**config.mk**
```make
export PLATFORM = sky130hd
export DESIGN_NAME = s_mem_reader_flat
export DESIGN_NICKNAME = d
export VERILOG_FILES = /design/src/rtl/s_mem_reader_if.sv /design/src/rtl/s_mem_reader.sv /design/src/flat_wrapper.sv
export SDC_FILE = /design/constraint.sdc
export NUM_CORES = 1
export LEC_CHECK = 0
export ABC_AREA = 1
export CORE_MARGIN = 3
export CORE_UTILIZATION = 45
export CTS_CLUSTER_SIZE = 8
export DETAILED_ROUTE_END_ITERATION = 12
export GPL_TIMING_DRIVEN = 0
export HOLD_SLACK_MARGIN = 0.03
export PLACE_DENSITY = 0.72
export SLEW_MARGIN = 20
export SYNTH_ARGS = -nofsm -noshare
export SYNTH_HDL_FRONTEND = slang
export SYNTH_SLANG_ARGS = --single-unit
export TNS_END_PERCENT = 100
```
**constraint.sdc**
```tcl
create_clock -name clk -period 4.75 [get_ports clk]
set_clock_uncertainty 0.1 [all_clocks]
set_input_delay 1.425 -clock clk [delete_from_list [all_inputs] [get_ports clk]]
set_output_delay 1.425 -clock clk [all_outputs]
set_load 0.005 [all_outputs]
```
**src/rtl/s_mem_reader_if.sv**
```systemverilog
// Bus bundle for s_mem_reader: the S RAM read port (address/wren/q) and the
// byte stream towards downstream logic (out_data/out_valid/out_ready).
interface s_mem_reader_if;
  logic [7:0] address;
  logic       wren;
  logic [7:0] q;
  logic [7:0] out_data;
  logic       out_valid;
  logic       out_ready;

  modport master (
    output address, wren, out_data, out_valid,
    input  q, out_ready
  );

  modport slave (
    input  address, wren, out_data, out_valid,
    output q, out_ready
  );
endinterface

```
**src/rtl/s_mem_reader.sv**
```systemverilog
// Sequential reader of the 256-byte S RAM: streams each byte out and checks S[i]==i.
// Optional macro S_MEM_READER_CHECKSUM_EN adds an 8-bit running sum of transferred bytes.
module s_mem_reader #(
  parameter int RD_LATENCY = 1
) (
  input  logic                 clk,
  input  logic                 reset,
  input  logic                 start_flag,
  s_mem_reader_if.master       sif,
  output logic                 done_flag,
  output logic                 pass_flag,
  output logic [8:0]           err_count,
  output logic [7:0]           first_err_addr
`ifdef S_MEM_READER_CHECKSUM_EN
  ,
  output logic [7:0]           checksum
`endif
);

  typedef enum logic [1:0] {IDLE, READ, OUT, DONE} state_t;

  // READ dwells RD_LATENCY+1 edges, so the counter finishes at RD_LATENCY
  localparam logic [1:0] WAIT_LAST = 2'(RD_LATENCY);

  state_t     state_reg, state_next;
  logic       start_prev_reg;
  logic [1:0] wait_reg, wait_next;
  logic [7:0] address_reg, address_next;
  logic [7:0] out_data_reg, out_data_next;
  logic       out_valid_reg, out_valid_next;
  logic       done_reg, done_next;
  logic       pass_reg, pass_next;
  logic [8:0] err_reg, err_next;
  logic [7:0] first_err_reg, first_err_next;
`ifdef S_MEM_READER_CHECKSUM_EN
  logic [7:0] checksum_reg, checksum_next;
`endif

  logic start_edge;
  logic handshake;

  assign start_edge = start_flag & ~start_prev_reg;
  assign handshake  = out_valid_reg & sif.out_ready;

  always_ff @(posedge clk or posedge reset) begin
    if (reset) begin
      state_reg      <= IDLE;
      start_prev_reg <= 1'b0;
      wait_reg       <= 2'd0;
      address_reg    <= 8'd0;
      out_data_reg   <= 8'd0;
      out_valid_reg  <= 1'b0;
      done_reg       <= 1'b0;
      pass_reg       <= 1'b0;
      err_reg        <= 9'd0;
      first_err_reg  <= 8'd0;
`ifdef S_MEM_READER_CHECKSUM_EN
      checksum_reg   <= 8'd0;
`endif
    end else begin
      state_reg      <= state_next;
      start_prev_reg <= start_flag;
      wait_reg       <= wait_next;
      address_reg    <= address_next;
      out_data_reg   <= out_data_next;
      out_valid_reg  <= out_valid_next;
      done_reg       <= done_next;
      pass_reg       <= pass_next;
      err_reg        <= err_next;
      first_err_reg  <= first_err_next;
`ifdef S_MEM_READER_CHECKSUM_EN
      checksum_reg   <= checksum_next;
`endif
    end
  end

  always_comb begin
    state_next     = state_reg;
    wait_next      = wait_reg;
    address_next   = address_reg;
    out_data_next  = out_data_reg;
    out_valid_next = out_valid_reg;
    done_next      = done_reg;
    pass_next      = pass_reg;
    err_next       = err_reg;
    first_err_next = first_err_reg;
`ifdef S_MEM_READER_CHECKSUM_EN
    checksum_next  = checksum_reg;
`endif

    case (state_reg)
      IDLE, DONE: begin
        if (start_edge) begin
          state_next     = READ;
          wait_next      = 2'd0;
          address_next   = 8'd0;
          err_next       = 9'd0;
          first_err_next = 8'd0;
          done_next      = 1'b0;
          pass_next      = 1'b0;
`ifdef S_MEM_READER_CHECKSUM_EN
          checksum_next  = 8'd0;
`endif
        end
      end

      READ: begin
        if (wait_reg == WAIT_LAST) begin
          state_next     = OUT;
          wait_next      = 2'd0;
          out_data_next  = sif.q;
          out_valid_next = 1'b1;
          if (sif.q != address_reg) begin
            err_next = err_reg + 9'd1;
            if (err_reg == 9'd0) begin
              first_err_next = address_reg;
            end
          end
        end else begin
          wait_next = wait_reg + 2'd1;
        end
      end

      OUT: begin
        if (handshake) begin
          out_valid_next = 1'b0;
`ifdef S_MEM_READER_CHECKSUM_EN
          checksum_next  = checksum_reg + out_data_reg;
`endif
          // the pass ends on the last byte, so address never wraps
          if (address_reg == 8'hFF) begin
            state_next = DONE;
            done_next  = 1'b1;
            pass_next  = (err_reg == 9'd0);
          end else begin
            state_next   = READ;
            address_next = address_reg + 8'd1;
          end
        end
      end

      default: state_next = IDLE;
    endcase
  end

  assign sif.address    = address_reg;
  assign sif.wren       = 1'b0;
  assign sif.out_data   = out_data_reg;
  assign sif.out_valid  = out_valid_reg;
  assign done_flag      = done_reg;
  assign pass_flag      = pass_reg;
  assign err_count      = err_reg;
  assign first_err_addr = first_err_reg;
`ifdef S_MEM_READER_CHECKSUM_EN
  assign checksum       = checksum_reg;
`endif

endmodule

```
**src/flat_wrapper.sv**
```systemverilog
// flat-port wrapper written by rule: the top's interface ports become plain ports
module s_mem_reader_flat 
#(
  parameter int RD_LATENCY = 1
)
  (clk, reset, start_flag, done_flag, pass_flag, err_count, first_err_addr, sif_address, sif_wren, sif_out_data, sif_out_valid, sif_q, sif_out_ready);
  s_mem_reader_if sif_i ();
  input  logic clk;
  input  logic reset;
  input  logic start_flag;
  output logic done_flag;
  output logic pass_flag;
  output logic [8:0] err_count;
  output logic [7:0] first_err_addr;
  output wire logic [$bits(sif_i.address)-1:0] sif_address;
  output wire logic [$bits(sif_i.wren)-1:0] sif_wren;
  output wire logic [$bits(sif_i.out_data)-1:0] sif_out_data;
  output wire logic [$bits(sif_i.out_valid)-1:0] sif_out_valid;
  input wire logic [$bits(sif_i.q)-1:0] sif_q;
  input wire logic [$bits(sif_i.out_ready)-1:0] sif_out_ready;
  assign sif_address = sif_i.address;
  assign sif_wren = sif_i.wren;
  assign sif_out_data = sif_i.out_data;
  assign sif_out_valid = sif_i.out_valid;
  assign sif_i.q = sif_q;
  assign sif_i.out_ready = sif_out_ready;
  s_mem_reader #(.RD_LATENCY(RD_LATENCY)) u_core (.clk(clk), .reset(reset), .start_flag(start_flag), .sif(sif_i), .done_flag(done_flag), .pass_flag(pass_flag), .err_count(err_count), .first_err_addr(first_err_addr));
endmodule
```
==> summary.txt <==
Run status
  – Status: complete, no violations

Floorplanning
  – Site Rows: 25
  – Die height: 77.4 µm
  – I/O pin total: 49
  – Initial core utilization: 0.476
  – DIE AREA: 5990 µm²
  – Die X: ~77 µm
  – Placeable Area: 4820 µm²

Synthesis
  – Synthesized area per cell: between 7 and 8 µm²
  – Largest family of logic cells by synthesized area: simple AND/OR/NAND/NOR gates
  – Synth Net Count: 317
  – EDFF count, synth: 0
  – Yosys cell types: 36
  – Synth Warn #: 0
  – Mapped cell area: 2290 µm²
  – Area leader, netlist: dfrtp_1
  – Main area contributors after synthesis: dfrtp_1, nand2_1, inv_1
  – Seq cells post-synth: 41
  – Share of the synthesized area in the top cell type: 0.448
  – XOR/XNOR share of the synthesized area: 0.00764
  – Post-synthesis mux area share: 0
  – Cell with the most instances after synthesis: nand2_1
  – Syn Inst Count: 299
  – Post-Synth Simple-Gate Area: 0.312
  – Post-synth top cells: nand2_1, dfrtp_1, inv_1, nand4_1, nand3_1
  – Main synth FF type: dfrtp_1
  – Seq/Total Area, Yosys: 0.448
  – Synth Area in Compound Gates: 0.106
  – Synth Area in Adders: 0.0328
  – Async set-reset flop share out of synthesis: 1.00

Layout
  – Area grow syn2layout: 29.6%
  – Fin cells: around 420
  – Final Instance Area: 2970 µm²
  – Max FFs per register: 9
  – NumNets Final: around 370
  – # diodes: 0
  – Final core area utilization: 0.617
  – Share of layout cells above drive strength 1: 0.105

CTS
  – CTS Sinks: 41
  – Worst-skew pair later-pin latency: approximately 290 ps
  – CTS Buf Count: 5
  – Post-CTS Repair Setup Buffers: 0
  – Post-CTS Hold Fix Bufs: 0
  – H-tree lvl count: 2
  – Clock-pin slew on the worst setup and hold paths: 80 ps
  – CTS Buffer Depth: 2
  – Post-CTS sizing: 0
  – TritonCTS clock tree: built
  – Clock root cell: clkbuf_8

Routing
  – Antenna viol nets, final: 0
  – 1st-pass router iterations: 4
  – Vias per cell: 4.95
  – Residual DRC count: 0
  – DRT Wirelength: ~5 mm
  – DR iter-0 viols: ~120
  – Vias: 2086
  – Routed WL per cell: 12.1 µm

Timing
  – Tcrit/Tclk final: 0.607
  – Slack of the critical path: 1870 ps
  – Final Hold Fails: 0
  – # setup viols final: 0
  – Fin Hold WS: approximately 370 ps
  – Setup tns final: 0 ps
  – Period minus WS final: 2880 ps
  – Fmax: 347 MHz
  – RSZ-0062 raised after global routing: false
  – Fin. max-slew vios: 0

Place
  – Pre-CTS WS: 1650 ps
  – Post-DP HPWL: 3.95 mm
  – Area of placed instances: 2870 µm²
  – Placed cells: 414
  – Routability cong.: 0.825
  – Port bufs: between 40 and 50

Power
  – Switch share: 0.417
  – Peak supply drop: 0.326 mV
  – Psw: 604 µW
  – Clock power frac: 0.185
  – Int Pwr: 845 µW
  – Power Total: approximately 1.4 mW
  – Seq pwr share: 0.329
  – LEAKAGE: 1.47 nW
  – Combinational group share of total power: 0.485
  – Cell Pwr Density: 488 nW/µm²

GRT
  – First-pass GRT wire length: 9.14 mm
  – Vias in the first global route: 2016
  – Global route overflow: 0
  – Largest net degree at the start of global routing: 30
  – Gr usage total: 0.186
  – Initial antenna violation count: 0

Setup path
  – WP data required: ~3200 ps
  – CP Max Fanout: 8
  – Slowest-stage cell, CP: clkdlybuf4s50_1
  – Top delay family on crit path: buffers and inverters
  – Startpoint types: flip-flop
  – Element type at the critical path end: output port
  – WS Path Type: flip-flop to output port
  – CP bufs+invs: 1
  – Max incr delay on CP: 560 ps
  – Critical path, cell by cell: clkdlybuf4s50_1
  – Worst endpoint data arrival time: 1360 ps

Flow run
  – Max Cap Violations: 0

Worst hold path
  – HP Class: flip-flop to flip-flop
[power by group through the flow]
| stage | clock [mW] | sequential [mW] | combinational [mW] |
|---|---|---|---|
| 2_1_floorplan | 0 | 0.479 | 0.459 |
| 3_3_place_gp | 0 | 0.480 | 0.687 |
| 3_5_place_dp | 0 | 0.485 | 0.706 |
| 4_1_cts | 0.276 | 0.478 | 0.709 |
| 5_1_grt | 0.290 | 0.489 | 0.792 |
| 6_report | 0.269 | 0.477 | 0.703 |
[layer usage]
metal	routed length, µm	up-vias	track usage	part of all wire
li1	-	1071	-	-
met1	2450	964	0.257	0.48
met2	2380	47	0.298	0.47
met3	212	4	0.0325	0.042
met4	44	0	0.0587	0.0086
met5	0	-	0	0
[final timing paths]
| kind | startpoint | to | slack [ps] | depth (start not counted) |
|---|---|---|---|---|
| worst max-delay path | u_core.sif.address[7] | sif_address[7] | 1870 | 1 |
| worst min-delay path | u_core.first_err_addr[4] | u_core.first_err_addr[4] | 370 | 2 |
| worst max register to register | u_core.state_reg[0] | u_core.err_count[0] | 2800 | 9 |
| worst min register to register | u_core.first_err_addr[4] | u_core.first_err_addr[4] | 370 | 2 |
| max in group asynchronous | reset | u_core.pass_flag | 2820 | 3 |
| min in group asynchronous | reset | u_core.sif.address[2] | 1290 | 2 |
[cell usage in the layout, fill, tap and decap left out, drive strengths merged]
master | synthesis | routed
o21a | 1 | 1
inv | 43 | 43
conb | 1 | 1
nor3 | 2 | 2
o211ai | 1 | 1
bufinv | 0 | 1
buf | 5 | 6
nand3b | 1 | 1
nor3b | 1 | 1
clkbuf | 3 | 8
o21bai | 1 | 1
nand3 | 17 | 17
nand2 | 96 | 96
xor2 | 2 | 2
clkinv | 0 | 1
a21oi | 6 | 6
clkdlybuf4s50 | 0 | 47
ha | 6 | 6
a31oi | 1 | 1
nand4 | 17 | 17
nor2 | 17 | 17
a21o | 2 | 2
o21ai | 31 | 31
dfrtp | 41 | 41
and3 | 1 | 1
or2 | 3 | 3
[kinds of logic (layout without fill, tap and decap cells)]
group	after synthesis	count (layout)
compound gates	43	43
flops	41	41
fa+ha+maj	6	6
buf+inv	51	106
other cells	1	1
xor+xnor	2	2
simple gates	155	155
[worst register-to-register path: stages (launching register included)]
cell     delay (ps)
dfrtp_1         400
inv_1            60
ha_1            340
nand2_1         100
o21ai_1         150
nor2_4          280
nand2_4         140
buf_8           170
nand2_2          60
o21ai_2          50
[final cells by class]
| cell class | count | area [µm²] |
|---|---|---|
| Inverter | 43 | 164 |
| Clock inverter | 2 | 35.0 |
| Fill cell | 481 | 1850 |
| Tap cell | 67 | 83.8 |
| Clock buffer | 5 | 68.8 |
| Multi-Input combinational cell | 207 | 1050 |
| Timing Repair Buffer | 48 | 490 |
| Sequential cell | 41 | 1030 |
| Buffer | 8 | 47.5 |
Power figures use the tool's default switching activity.
